$ cat config.mk
export PLATFORM = sky130hd
export DESIGN_NAME = sync_fifo_ctrl
export DESIGN_NICKNAME = d
export VERILOG_FILES = /design/src/rtl/sync_fifo_ctrl_pkg.sv /design/src/rtl/sync_fifo_ram.sv /design/src/rtl/sync_fifo_ctrl.sv
export SDC_FILE = /design/constraint.sdc
export NUM_CORES = 1
export LEC_CHECK = 0
export ABC_AREA = 0
export CAP_MARGIN = 10
export CORE_MARGIN = 2
export CORE_UTILIZATION = 45
export CTS_BUF_LIST = sky130_fd_sc_hd__clkbuf_4 sky130_fd_sc_hd__clkbuf_8
export DETAILED_ROUTE_END_ITERATION = 6
export PLACE_DENSITY_LB_ADDON = 0.12
export SYNTH_ARGS = -nofsm -noshare
export SYNTH_HDL_FRONTEND = slang
export SYNTH_SLANG_ARGS = --single-unit
export TNS_END_PERCENT = 20
$ cat constraint.sdc
create_clock -name aclk -period 5.7 [get_ports aclk]
set_input_delay 1.14 -clock aclk [delete_from_list [all_inputs] [get_ports aclk]]
set_output_delay 1.14 -clock aclk [all_outputs]
set_load 0.02 [all_outputs]
$ cat src/rtl/sync_fifo_ctrl_pkg.sv
// Shared sizing helpers for the synchronous FIFO: depth and pointer/count width
// derived from the address width.
package fifo_pkg;

  localparam int DEF_ADDR_WIDTH = 4;
  localparam int DEF_DATA_WIDTH = 16;

  function automatic int fifo_depth(input int addr_width);
    return 1 << addr_width;
  endfunction

  // Pointers and count carry one extra bit so full and empty stay distinguishable.
  function automatic int cnt_width(input int addr_width);
    return addr_width + 1;
  endfunction

endpackage

$ cat src/rtl/sync_fifo_ram.sv
// FIFO storage array: one registered write port, one combinational read port,
// contents cleared by either reset.
module sync_fifo_ram
  import fifo_pkg::*;
#(
  parameter int ADDR_WIDTH = DEF_ADDR_WIDTH,
  parameter int DATA_WIDTH = DEF_DATA_WIDTH
) (
  input  logic                  aclk,
  input  logic                  aresetn,
  input  logic                  srst,
  input  logic                  wr_en,
  input  logic [ADDR_WIDTH-1:0] addr_in,
  input  logic [DATA_WIDTH-1:0] data_in,
  input  logic [ADDR_WIDTH-1:0] addr_out,
  output logic [DATA_WIDTH-1:0] data_out
);

  localparam int DEPTH = fifo_depth(ADDR_WIDTH);

  logic [DATA_WIDTH-1:0] mem_q [DEPTH];

  always_ff @(posedge aclk or negedge aresetn) begin
    if (!aresetn) begin
      for (int i = 0; i < DEPTH; i++) mem_q[i] <= '0;
    end else if (srst) begin
      for (int i = 0; i < DEPTH; i++) mem_q[i] <= '0;
    end else if (wr_en) begin
      mem_q[addr_in] <= data_in;
    end
  end

  assign data_out = mem_q[addr_out];

endmodule

$ cat src/rtl/sync_fifo_ctrl.sv
// First-word-fall-through synchronous FIFO: pointer, occupancy and threshold
// flag control around sync_fifo_ram, valid/ready on both sides.
module sync_fifo_ctrl
  import fifo_pkg::*;
#(
  parameter int ADDR_WIDTH    = DEF_ADDR_WIDTH,
  parameter int DATA_WIDTH    = DEF_DATA_WIDTH,
  parameter int AFULL_THRESH  = fifo_depth(ADDR_WIDTH) - 2,
  parameter int AEMPTY_THRESH = 1
) (
  input  logic                  aclk,
  input  logic                  aresetn,
  input  logic                  srst,
  input  logic                  s_valid,
  output logic                  s_ready,
  input  logic [DATA_WIDTH-1:0] s_data,
  output logic                  m_valid,
  input  logic                  m_ready,
  output logic [DATA_WIDTH-1:0] m_data,
  output logic [ADDR_WIDTH:0]   count,
  output logic                  almost_full,
  output logic                  almost_empty
);

  localparam int PW = cnt_width(ADDR_WIDTH);
  typedef logic [PW-1:0] ptr_t;

  localparam ptr_t AFULL_C  = ptr_t'(AFULL_THRESH);
  localparam ptr_t AEMPTY_C = ptr_t'(AEMPTY_THRESH);

  ptr_t wr_ptr_q, rd_ptr_q, count_q, count_nxt;
  logic full, empty, push, pop;
  logic afull_q, aempty_q;

  assign empty = (wr_ptr_q == rd_ptr_q);
  assign full  = (wr_ptr_q[ADDR_WIDTH-1:0] == rd_ptr_q[ADDR_WIDTH-1:0]) &&
                 (wr_ptr_q[ADDR_WIDTH] != rd_ptr_q[ADDR_WIDTH]);

  // Handshake readies depend only on registers; no push-through when full.
  assign s_ready = !full;
  assign m_valid = !empty;
  assign push    = s_valid && !full;
  assign pop     = m_ready && !empty;

  always_comb begin
    count_nxt = count_q;
    case ({push, pop})
      2'b10:   count_nxt = count_q + ptr_t'(1);
      2'b01:   count_nxt = count_q - ptr_t'(1);
      default: count_nxt = count_q;
    endcase
  end

  // Flags come from the next count so they line up with count every cycle.
  always_ff @(posedge aclk or negedge aresetn) begin
    if (!aresetn) begin
      wr_ptr_q <= '0;
      rd_ptr_q <= '0;
      count_q  <= '0;
      afull_q  <= 1'b0;
      aempty_q <= 1'b1;
    end else if (srst) begin
      wr_ptr_q <= '0;
      rd_ptr_q <= '0;
      count_q  <= '0;
      afull_q  <= 1'b0;
      aempty_q <= 1'b1;
    end else begin
      if (push) wr_ptr_q <= wr_ptr_q + ptr_t'(1);
      if (pop)  rd_ptr_q <= rd_ptr_q + ptr_t'(1);
      count_q  <= count_nxt;
      afull_q  <= (count_nxt >= AFULL_C);
      aempty_q <= (count_nxt <= AEMPTY_C);
    end
  end

  assign count        = count_q;
  assign almost_full  = afull_q;
  assign almost_empty = aempty_q;

  sync_fifo_ram #(
    .ADDR_WIDTH (ADDR_WIDTH),
    .DATA_WIDTH (DATA_WIDTH)
  ) u_ram (
    .aclk     (aclk),
    .aresetn  (aresetn),
    .srst     (srst),
    .wr_en    (push),
    .addr_in  (wr_ptr_q[ADDR_WIDTH-1:0]),
    .data_in  (s_data),
    .addr_out (rd_ptr_q[ADDR_WIDTH-1:0]),
    .data_out (m_data)
  );

  a_sdata_hold: assert property (@(posedge aclk) disable iff (!aresetn || srst)
    (s_valid && !s_ready) |=> (!s_valid || $stable(s_data)));

  a_count_ptrs: assert property (@(posedge aclk) disable iff (!aresetn)
    count_q == ptr_t'(wr_ptr_q - rd_ptr_q));

endmodule

==> results of run 1 <==
==> registers in the layout, summed over array words and instances (netlist names) <==
signal,flops
rd_ptr_q,5
almost_full,1
wr_ptr_q,5
count,5
u_ram.mem_q,256
almost_empty,1
==> cell type report <==
cell class	count	area, um2
multi-input combinational	849	6340
antenna	1	2.50
timing repair buffer	80	747
sequential	273	6840
fill	2675	14400
clock buffer	78	948
clock inverter	3	21.3
inverter	7	26.3
tap	390	488
==> how the worst max path moves through the flow <==
| stage | slack, ns | end | depth (start not counted) |
|---|---|---|---|
| final | 1.16 | m_data[6] | 4 |
| after global routing | 0.97 | m_data[6] | 4 |
| after CTS | 1.07 | m_data[6] | 4 |
| after detailed placement | 1.65 | almost_full | 10 |
| after global placement | 1.71 | m_data[6] | 4 |
| after floorplan | 2.43 | m_data[0] | 5 |
==> worst register-to-register path, cell delays in order (launching register included) <==
cell      delay, ns
dfrtp_1        0.78
xnor2_1        0.22
nand4_1        0.53
o21ai_1        0.47
ha_1           0.32
inv_1          0.10
fa_1           0.41
nand2b_1       0.17
a21oi_1        0.16
mux2i_1        0.24
mux2i_1        0.31
o41ai_1        0.12
==> cell usage after synthesis, types with 4 or more instances <==
library cell / number / area, um2
inv_1: 7 / 26.3
a2111oi_4: 4 / 110
mux4_2: 80 / 1800
nor2_1: 152 / 571
o21ai_1: 7 / 35.0
xnor2_1: 10 / 87.6
nand3_1: 10 / 50.1
nor3_1: 5 / 25.0
a21oi_1: 117 / 586
buf_6: 7 / 78.8
buf_2: 23 / 115
mux2i_1: 130 / 1300
nand2_1: 245 / 920
ha_1: 9 / 113
a21oi_4: 8 / 130
dfrtp_1: 272 / 6810
a21oi_2: 20 / 175
clkbuf_1: 57 / 214
buf_1: 4 / 15.0
xor2_1: 6 / 52.6
buf_4: 6 / 45.0
nand2_2: 20 / 125
==> per-layer routing <==
metal,global-route usage [%],up-vias,part of all wire (%)
met2,39.0,321,45
li1,-,4299,-
met4,7.28,0,2.4
met5,0,-,0
met1,38.1,4933,45
met3,5.52,72,7.3
==> cell families (layout without fill, tap and decap cells) <==
| kind of cell | Yosys count | after routing |
|---|---|---|
| simple gates | 445 | 445 |
| flops | 273 | 273 |
| mux | 210 | 210 |
| compound gates | 168 | 168 |
| buf+inv | 106 | 168 |
| xor+xnor | 16 | 16 |
| fa+ha+maj | 10 | 10 |
| other cells | 0 | 1 |
==> power by group <==
| group | leakage, nW | total [W] | switching (W) | internal [W] |
|---|---|---|---|---|
| registers | 3.79 | 0.00204 | 0.0000617 | 0.00198 |
| logic | 1.80 | 0.000669 | 0.000412 | 0.000257 |
| clock network | 0.518 | 0.00184 | 0.000799 | 0.00104 |
==> stage by stage <==
step	area [um2]	hold WS (ns)	total power, W	setup WS [ns]	instances
3_3_place_gp	14400	0.497	0.00274	1.71	1599
2_1_floorplan	13700	0.481	0.00253	2.43	1228
4_1_cts	15400	0.521	0.00460	1.07	1680
5_1_grt	15400	0.535	0.00475	0.968	1681
3_5_place_dp	14400	0.506	0.00275	1.65	1599
6_report	15400	0.517	0.00455	1.16	1681
==> out/qor.yml, run 1 <==
sta:
  finalHoldViolCount: 0
  setup_tns_ns: 0
  maxSlewHeadroom_pct: 37.1
  final-max-slew-violation-count: 0
  tightest_slew_ns: 0.942
  fmax_mhz: 220
  fin_crit_ns: 4.54
  setup_viol: 0
  fin_skew_ns: 0.0338
  rsz0062_at_grt: "no"
  final.period_utilization_pct: 79.7
synth:
  ys_warn_count: 0
  synth_top_family_by_area: "multiplexers"
  ys.flop_type: "dfrtp_1"
  mappedNetlistNets: 1259
  yosys.area_share.simple_pct: 13.0
  synthAdderAreaFrac_pct: 0.969
  synth_edf_count: 0
  synth_cell_types: 39
  synth.avg_cell_area_um2: 11.1
  synthMuxAreaShare_pct: 22.7
  synth_cells: 1228
  synth_compound_area_share_pct: 8.48
  yosysSeqAreaShare_pct: 49.9
  synth-xor-area-share_pct: 1.02
  syn-cell-area_mm2: 0.0137
  ys_seq_elements: 273
  synth-async-reset-ratio_pct: 100
placed_design:
  dp_hpwl_um: 22900
  port-buffer-count: 45
  finalWeightedCongestion: 0.794
global_routing:
  grt_antenna_before_repair: 1
  grt_usage_pct: 25.9
  overflow: 0
  grt_max_degree: 125
  grt_pass1_vias: 9725
  grt_pass1_wl_um: 61200
worst_setup_path:
  cp-end-kind: "output port"
  r2r_start: "wr_ptr_q[2]"
  critPathRequiredTime_ns: 4.56
  crit_path_max_fanout: 48
  path_cells: "buf_12, mux4_2, mux4_2, clkdlybuf4s50_1"
  crit_slowest_cell: "dfrtp_4"
  crit_start: "rd_ptr_q[0]"
  path_common_cell: "mux4_2"
  crit_family: "multiplexers"
  max_stage_delay_ns: 0.71
  reg2reg_depth: 11
  cp.arrival_ns: 3.40
  regToRegSetupSlack_ns: 1.73
  crit_type: "flop to output port"
  critPathLaunchType: "flop"
  r2r-end: "almost_full"
  critPathBufInv: 2
clock_network:
  cts.path.max_buffers: 3
  clockRootBuffer: "clkbuf_8"
  cts_tree: "done"
  postCtsSetupRepairBufs: 0
  cts_buffers: 48
  cts-htree-levels: 2
  cts_sinks: 273
  cts.clk_slew.worst_paths_ns: 0.07
  ctsResizeCount: 0
  cts_hold_buf: 0
  insertion_delay_ns: 0.58
detailed_routing:
  ant_nets: 0
  wirelength_um: 39400
  routed-via-count: 9625
  drtIter0Drc: 733
  drc: 0
  drt_pass1_iterations: 5
  post_drt_wl_per_cell_um: 23.4
  routed_via_density: 5.73
final_layout:
  final_cell_mix: "dfrtp_1, nand2_1, nor2_1, mux2i_1, a21oi_1"
  utilization_pct: 51.7
  drive_gt1_share_pct: 20.3
  fin_nets: 1290
  final_common_cell: "dfrtp_1"
  layout-area-overhead-vs-synth_pct: 12.6
status:
  status: "finished, final reports clean"
run:
  timing.max_cap.violations: 0
floorplan:
  die_w_um: 178
  io_pins: 46
  die_area_mm2: 0.0318
  rows: 63
  die_h_um: 178
  start_util_pct: 45.9
  core_area_mm2: 0.0298
power:
  power_density_mw_per_mm2: 295
  p_leak_nw: 6.11
  peakVddDrop_mv: 0.200
worst_hold_path:
  whs_endpoint: "u_ram.mem_q[180]"
  hold_depth: 2
  hp-start: "u_ram.mem_q[180]"
  min_path_type: "flop to flop"
(Power assumes the default switching activity.)
==> run 2, diff against run 1 <==
==> constraint.sdc (replaced) <==
create_clock -name aclk -period 3.9 [get_ports aclk]
set_input_delay 0.78 -clock aclk [delete_from_list [all_inputs] [get_ports aclk]]
set_output_delay 0.78 -clock aclk [all_outputs]
set_load 0.02 [all_outputs]
==> out/qor.yml, run 2 (synthesis results as in run 1) <==
worst_setup_path:
  critPathLaunchType: "flop"
  path_cells: "buf_6, mux4_2, mux4_2, clkdlybuf4s50_1"
  max_stage_delay_ns: 0.58  # -0.13 ns
  cp.arrival_ns: 3.03  # -0.37 ns
  crit_slowest_cell: "clkdlybuf4s50_1"
  critPathBufInv: 2  # unchanged
  cp-end-kind: "output port"
  critPathRequiredTime_ns: 3.12  # -1.44 ns
  crit_family: "multiplexers"
  path_common_cell: "mux4_2"
  crit_path_max_fanout: 11  # -77%
  crit_type: "flop to output port"
clock_network:
  cts_buffers: 48  # unchanged
  cts-htree-levels: 2  # unchanged
  cts_sinks: 273  # unchanged
  cts.path.max_buffers: 3  # unchanged
  postCtsSetupRepairBufs: 0  # unchanged
  clockRootBuffer: "clkbuf_8"
  cts_tree: "done"
  ctsResizeCount: 0  # unchanged
  cts_hold_buf: 0  # unchanged
  insertion_delay_ns: 0.59  # about the same
  cts.clk_slew.worst_paths_ns: 0.06  # about the same
floorplan:
  start_util_pct: 45.9  # unchanged
  die_w_um: 178  # unchanged
  die_h_um: 178  # unchanged
  io_pins: 46  # unchanged
  die_area_mm2: 0.0318  # unchanged
  rows: 63  # unchanged
  core_area_mm2: 0.0298  # unchanged
global_routing:
  grt_usage_pct: 25.7  # -0.29 points
  grt_max_degree: 95  # -24%
  overflow: 0  # unchanged
  grt_pass1_wl_um: 60900  # -0.46%
  grt_pass1_vias: 9824  # +1.0%
  grt_antenna_before_repair: 1  # unchanged
final_layout:
  layout-area-overhead-vs-synth_pct: 15.7
  drive_gt1_share_pct: 21.4  # +1.1 points
  utilization_pct: 53.2  # +1.4 points
  num-fill-cells: 2652  # -0.86%
  final_common_cell: "dfrtp_1"
  largest_reg_flops: 256  # unchanged
  fin_nets: 1305  # +1.2%
  largest-register: "u_ram.mem_q"
  final_cell_mix: "dfrtp_1, nand2_1, nor2_1, mux2i_1, a21oi_1"
sta:
  setup_tns_ns: 0  # unchanged
  finalHoldViolCount: 0  # unchanged
  maxSlewHeadroom_pct: 23.9  # -13 points
  fin_skew_ns: 0.0367  # +0.00285 ns
  setup_viol: 0  # unchanged
  rsz0062_at_grt: "no"
  final.period_utilization_pct: 97.7
  final-max-slew-violation-count: 0  # unchanged
  tightest_slew_ns: 1.14  # +0.199 ns
  fin_crit_ns: 3.81
  fmax_mhz: 262
detailed_routing:
  drtIter0Drc: 813  # +11%
  post_drt_wl_per_cell_um: 22.9  # -2.1%
  routed-via-count: 9691  # +0.69%
  drt_pass1_iterations: 5  # unchanged
  wirelength_um: 39000  # -1.1%
  drc: 0  # unchanged
  routed_via_density: 5.70  # -0.38%
  ant_nets: 0  # unchanged
placed_design:
  port-buffer-count: 45  # unchanged
  dp_hpwl_um: 23200  # +1.2%
  finalWeightedCongestion: 0.805  # +1.3%
run:
  timing.max_cap.violations: 0  # unchanged
status:
  status: "finished, final reports clean"
power:
  peakVddDrop_mv: 0.277  # +38%
  p_leak_nw: 6.33  # +3.6%
  power_density_mw_per_mm2: 444  # +50%
worst_hold_path:
  min_path_type: "input pin to asynchronous set/reset pin"
## run 2: changes by cell type in the layout (fill, tap and decap cells not counted)
cell and change:
clkbuf_4 -3, clkbuf_8 +1, clkdlybuf4s50_1 -2, dlymetal6s2s_1 +2, buf_12 +13, bufinv_16 +4
inv_6 +2, buf_6 +1, clkinvlp_4 -1, buf_16 +1
## run 2: layer usage
layer	track usage, %	up-vias	routed length (um)
met5	0	-	0
met4	6.91	0	873
met3	4.39	67	2350
met2	39.8	311	18000
met1	37.5	4980	17800
li1	-	4333	-
## run 2: cell type report
| type | count | area [um2] | share of cell area (%) |
|---|---|---|---|
| Sequential cell | 273 | 6840 | 43.2 |
| Multi-Input combinational cell | 849 | 6340 | 40.0 |
| Timing Repair Buffer | 95 | 1050 | 6.64 |
| Clock buffer | 76 | 940 | 5.93 |
| Tap cell | 390 | 488 | 3.08 |
| Clock inverter | 8 | 151 | 0.956 |
| Inverter | 7 | 26.3 | 0.166 |
| Antenna cell | 1 | 2.50 | 0.0158 |
## run 2: power by group
| group | switching [W] | total [W] | internal, W |
|---|---|---|---|
| Combinational | 0.000658 | 0.00108 | 0.000422 |
| Sequential | 0.0000556 | 0.00295 | 0.00289 |
| Clock | 0.00121 | 0.00300 | 0.00179 |
## run 2: worst paths after layout
path                                 start              end  slack [ns]  depth (start not counted)
min in group aclk          u_ram.mem_q[84]  u_ram.mem_q[84]        0.51                          2
min                                aresetn  u_ram.mem_q[81]        0.23                          1
max                            rd_ptr_q[0]        m_data[4]        0.09                          4
min reg2reg                u_ram.mem_q[84]  u_ram.mem_q[84]        0.51                          2
max in group asynchronous          aresetn      rd_ptr_q[0]        2.68                          2
max reg2reg                    rd_ptr_q[0]      almost_full        0.68                         11
## run 2: metrics by stage
step	setup slack, ns	cells	area (um2)	power [W]	hold WS, ns
5_1_grt	0.0116	1699	15800	0.00732	0.267
4_1_cts	0.00760	1698	15800	0.00711	0.248
3_3_place_gp	0.536	1614	14700	0.00408	0.495
2_1_floorplan	0.806	1228	13700	0.00370	0.481
6_report	0.0893	1699	15800	0.00703	0.230
3_5_place_dp	0.458	1614	14700	0.00408	0.502
==> run 3, diff against run 2 <==
--- a/config.mk
+++ b/config.mk
@@ -6,6 +6,7 @@
 export NUM_CORES = 1
 export LEC_CHECK = 0
 export ABC_AREA = 0
+export ABC_CLOCK_PERIOD_IN_PS = 3200
 export CAP_MARGIN = 10
 export CORE_MARGIN = 2
 export CORE_UTILIZATION = 45
==> constraint.sdc (replaced) <==
create_clock -name aclk -period 3.2 [get_ports aclk]
set_input_delay 0.64 -clock aclk [delete_from_list [all_inputs] [get_ports aclk]]
set_output_delay 0.64 -clock aclk [all_outputs]
set_load 0.02 [all_outputs]
==> out/qor.yml, run 3 (synthesis results as in run 1) <==
status:
  status: "finished, final reports clean"
placed_design:
  port-buffer-count: 45  # unchanged
  finalWeightedCongestion: 0.805  # about the same
  dp_hpwl_um: 23400  # +0.92%
  dp_cells: 1629  # +0.93%
  placed_area_mm2: 0.0148  # +0.34%
  preCtsSetupSlack_ns: 0.108  # -0.350 ns
final_layout:
  largest_reg_flops: 256  # unchanged
  num-fill-cells: 2664  # +0.45%
  stdcell_area_mm2: 0.0160  # +1.2%
  register_area_mm2: 0.00684  # unchanged
  layout-area-overhead-vs-synth_pct: 17.1
  fin_nets: 1334  # +2.2%
  final_cell_mix: "dfrtp_1, nand2_1, nor2_1, mux2i_1, a21oi_1"
  multi_input_area_mm2: 0.00641  # +1.1%
  largest-register: "u_ram.mem_q"
  final_common_cell: "dfrtp_1"
  drive_gt1_share_pct: 25.1  # +3.7 points
  layoutNonFillerInstCount: 1730  # +1.8%
  n_antenna_cell: 0  # -1
global_routing:
  grt_max_degree: 87  # -8.4%
  grt_antenna_before_repair: 1  # unchanged
  overflow: 0  # unchanged
  grt_usage_pct: 25.9  # +0.21 points
  grt_pass1_vias: 9996  # +1.8%
  grt_pass1_wl_um: 61400  # +0.88%
worst_setup_path:
  crit_slowest_cell: "mux4_2"
  reg2reg_depth: 13  # +2
  max_stage_delay_ns: 0.53  # -0.05 ns
  cp.arrival_ns: 2.55  # -0.48 ns
  crit_path_max_fanout: 12  # +1
  critPathLaunchType: "flop"
  path_cells: "buf_6, buf_12, mux4_2, mux4_2, buf_6"
  crit_type: "flop to output port"
  cp-end-kind: "output port"
  critPathRequiredTime_ns: 2.56  # -0.56 ns
  r2r_start: "rd_ptr_q[0]"
  crit_start: "rd_ptr_q[0]"
clock_network:
  cts_tree: "done"
  cts.clk_slew.worst_paths_ns: 0.06  # about the same
  cts_sinks: 273  # unchanged
  insertion_delay_ns: 0.57  # -0.02 ns
  cts-htree-levels: 2  # unchanged
  cts_buffers: 48  # unchanged
  clockRootBuffer: "clkbuf_8"
  cts.path.max_buffers: 3  # unchanged
sta:
  rsz0062_at_grt: "yes"
  tightest_slew_ns: 1.18  # +0.0422 ns
  fin_crit_ns: 3.19
  finalHoldViolCount: 0  # unchanged
  fin_skew_ns: 0.0225  # -0.0142 ns
  setup_viol: 0  # unchanged
  final.period_utilization_pct: 99.8
  fmax_mhz: 313
  setup_tns_ns: 0  # unchanged
  maxSlewHeadroom_pct: 21.1  # -2.8 points
  postLayoutSetupSlackWorst_ns: 0.00744  # -0.0819 ns
  whs_ns: 0.516  # +0.285 ns
  final-max-slew-violation-count: 0  # unchanged
floorplan:
  die_w_um: 178  # unchanged
  core_area_mm2: 0.0298  # unchanged
  start_util_pct: 45.9  # unchanged
  die_h_um: 178  # unchanged
  rows: 63  # unchanged
  io_pins: 46  # unchanged
  die_area_mm2: 0.0318  # unchanged
worst_hold_path:
  hold_depth: 2
  hp-start: "u_ram.mem_q[155]"
  min_path_type: "flop to flop"
detailed_routing:
  drtIter0Drc: 990  # +22%
  drc: 0  # unchanged
  wirelength_um: 39300  # +0.89%
  routed_via_density: 5.66  # -0.84%
  ant_nets: 0  # unchanged
  routed-via-count: 9785  # +0.97%
  post_drt_wl_per_cell_um: 22.7  # -0.92%
  drt_pass1_iterations: 5  # unchanged
run:
  timing.max_cap.violations: 0  # unchanged
power:
  power_density_mw_per_mm2: 534  # +20%
  p_leak_nw: 6.47  # +2.2%
  peakVddDrop_mv: 0.283  # +2.3%
[run 3: cell count changes in the layout (fill, tap and decap cells not counted), moves of 3 or more]
cell / before / now
buf_4: 33 / 64
clkdlybuf4s50_1: 41 / 27
buf_6: 1 / 9
buf_2: 0 / 5
clkbuf_4: 17 / 22
bufinv_16: 4 / 0
clkinv_2: 1 / 4
ha_1: 9 / 6
[run 3: layout make-up]
class                           instances  area share [%]
Tap cell                              390            3.04
Clock buffer                           81            6.14
Clock inverter                          6           0.226
Sequential cell                       273            42.7
Inverter                                7           0.164
Multi-Input combinational cell        849            40.0
Timing Repair Buffer                  124            7.73
[run 3: critical path: cells and delay by family (launching register included)]
family | cells | cell delay, ns
buf+inv | 3 | 0.48
mux | 2 | 1.06
flops | 1 | 0.43
[run 3: what timing repair did]
action                                  in CTS  in global routing
gates cloned                                 3                  0
hold buffers                                 1                  0
pin swaps                                    1                  5
gates resized for setup                     85                 20
setup buffers                                7                  5
endpoints found under the setup margin      16                 19
hold endpoints to repair                    39                  0
[run 3: path summary, 6_finish.rpt]
path | endpoint | slack (ns)
setup / recovery | m_data[3] | 0.007
hold / removal | u_ram.mem_q[155] | 0.52
min in group asynchronous | count[0] | 0.58
setup reg to reg | almost_full | 0.03
hold reg to reg | u_ram.mem_q[155] | 0.52
max in group asynchronous | u_ram.mem_q[23] | 1.79
[run 3: metrics by stage]
step	util, %	total power, W
after global routing	53.8	0.00892
final	53.8	0.00855
after global placement	49.6	0.00502
after floorplan	-	0.00451
after CTS	53.6	0.00859
after detailed placement	49.6	0.00503
[run 3: routing by layer]
layer | share of wire, % | track usage, %
met5 | 0 | 0
met4 | 1.6 | 5.39
met3 | 6.6 | 4.90
met2 | 46 | 39.7
met1 | 46 | 38.5
[run 3: power breakdown]
group	switching [W]	internal, W	total, W
combinational	0.000901	0.000680	0.00158
clock	0.00146	0.00193	0.00339
sequential	0.0000574	0.00352	0.00358
total	0.00242	0.00613	0.00855
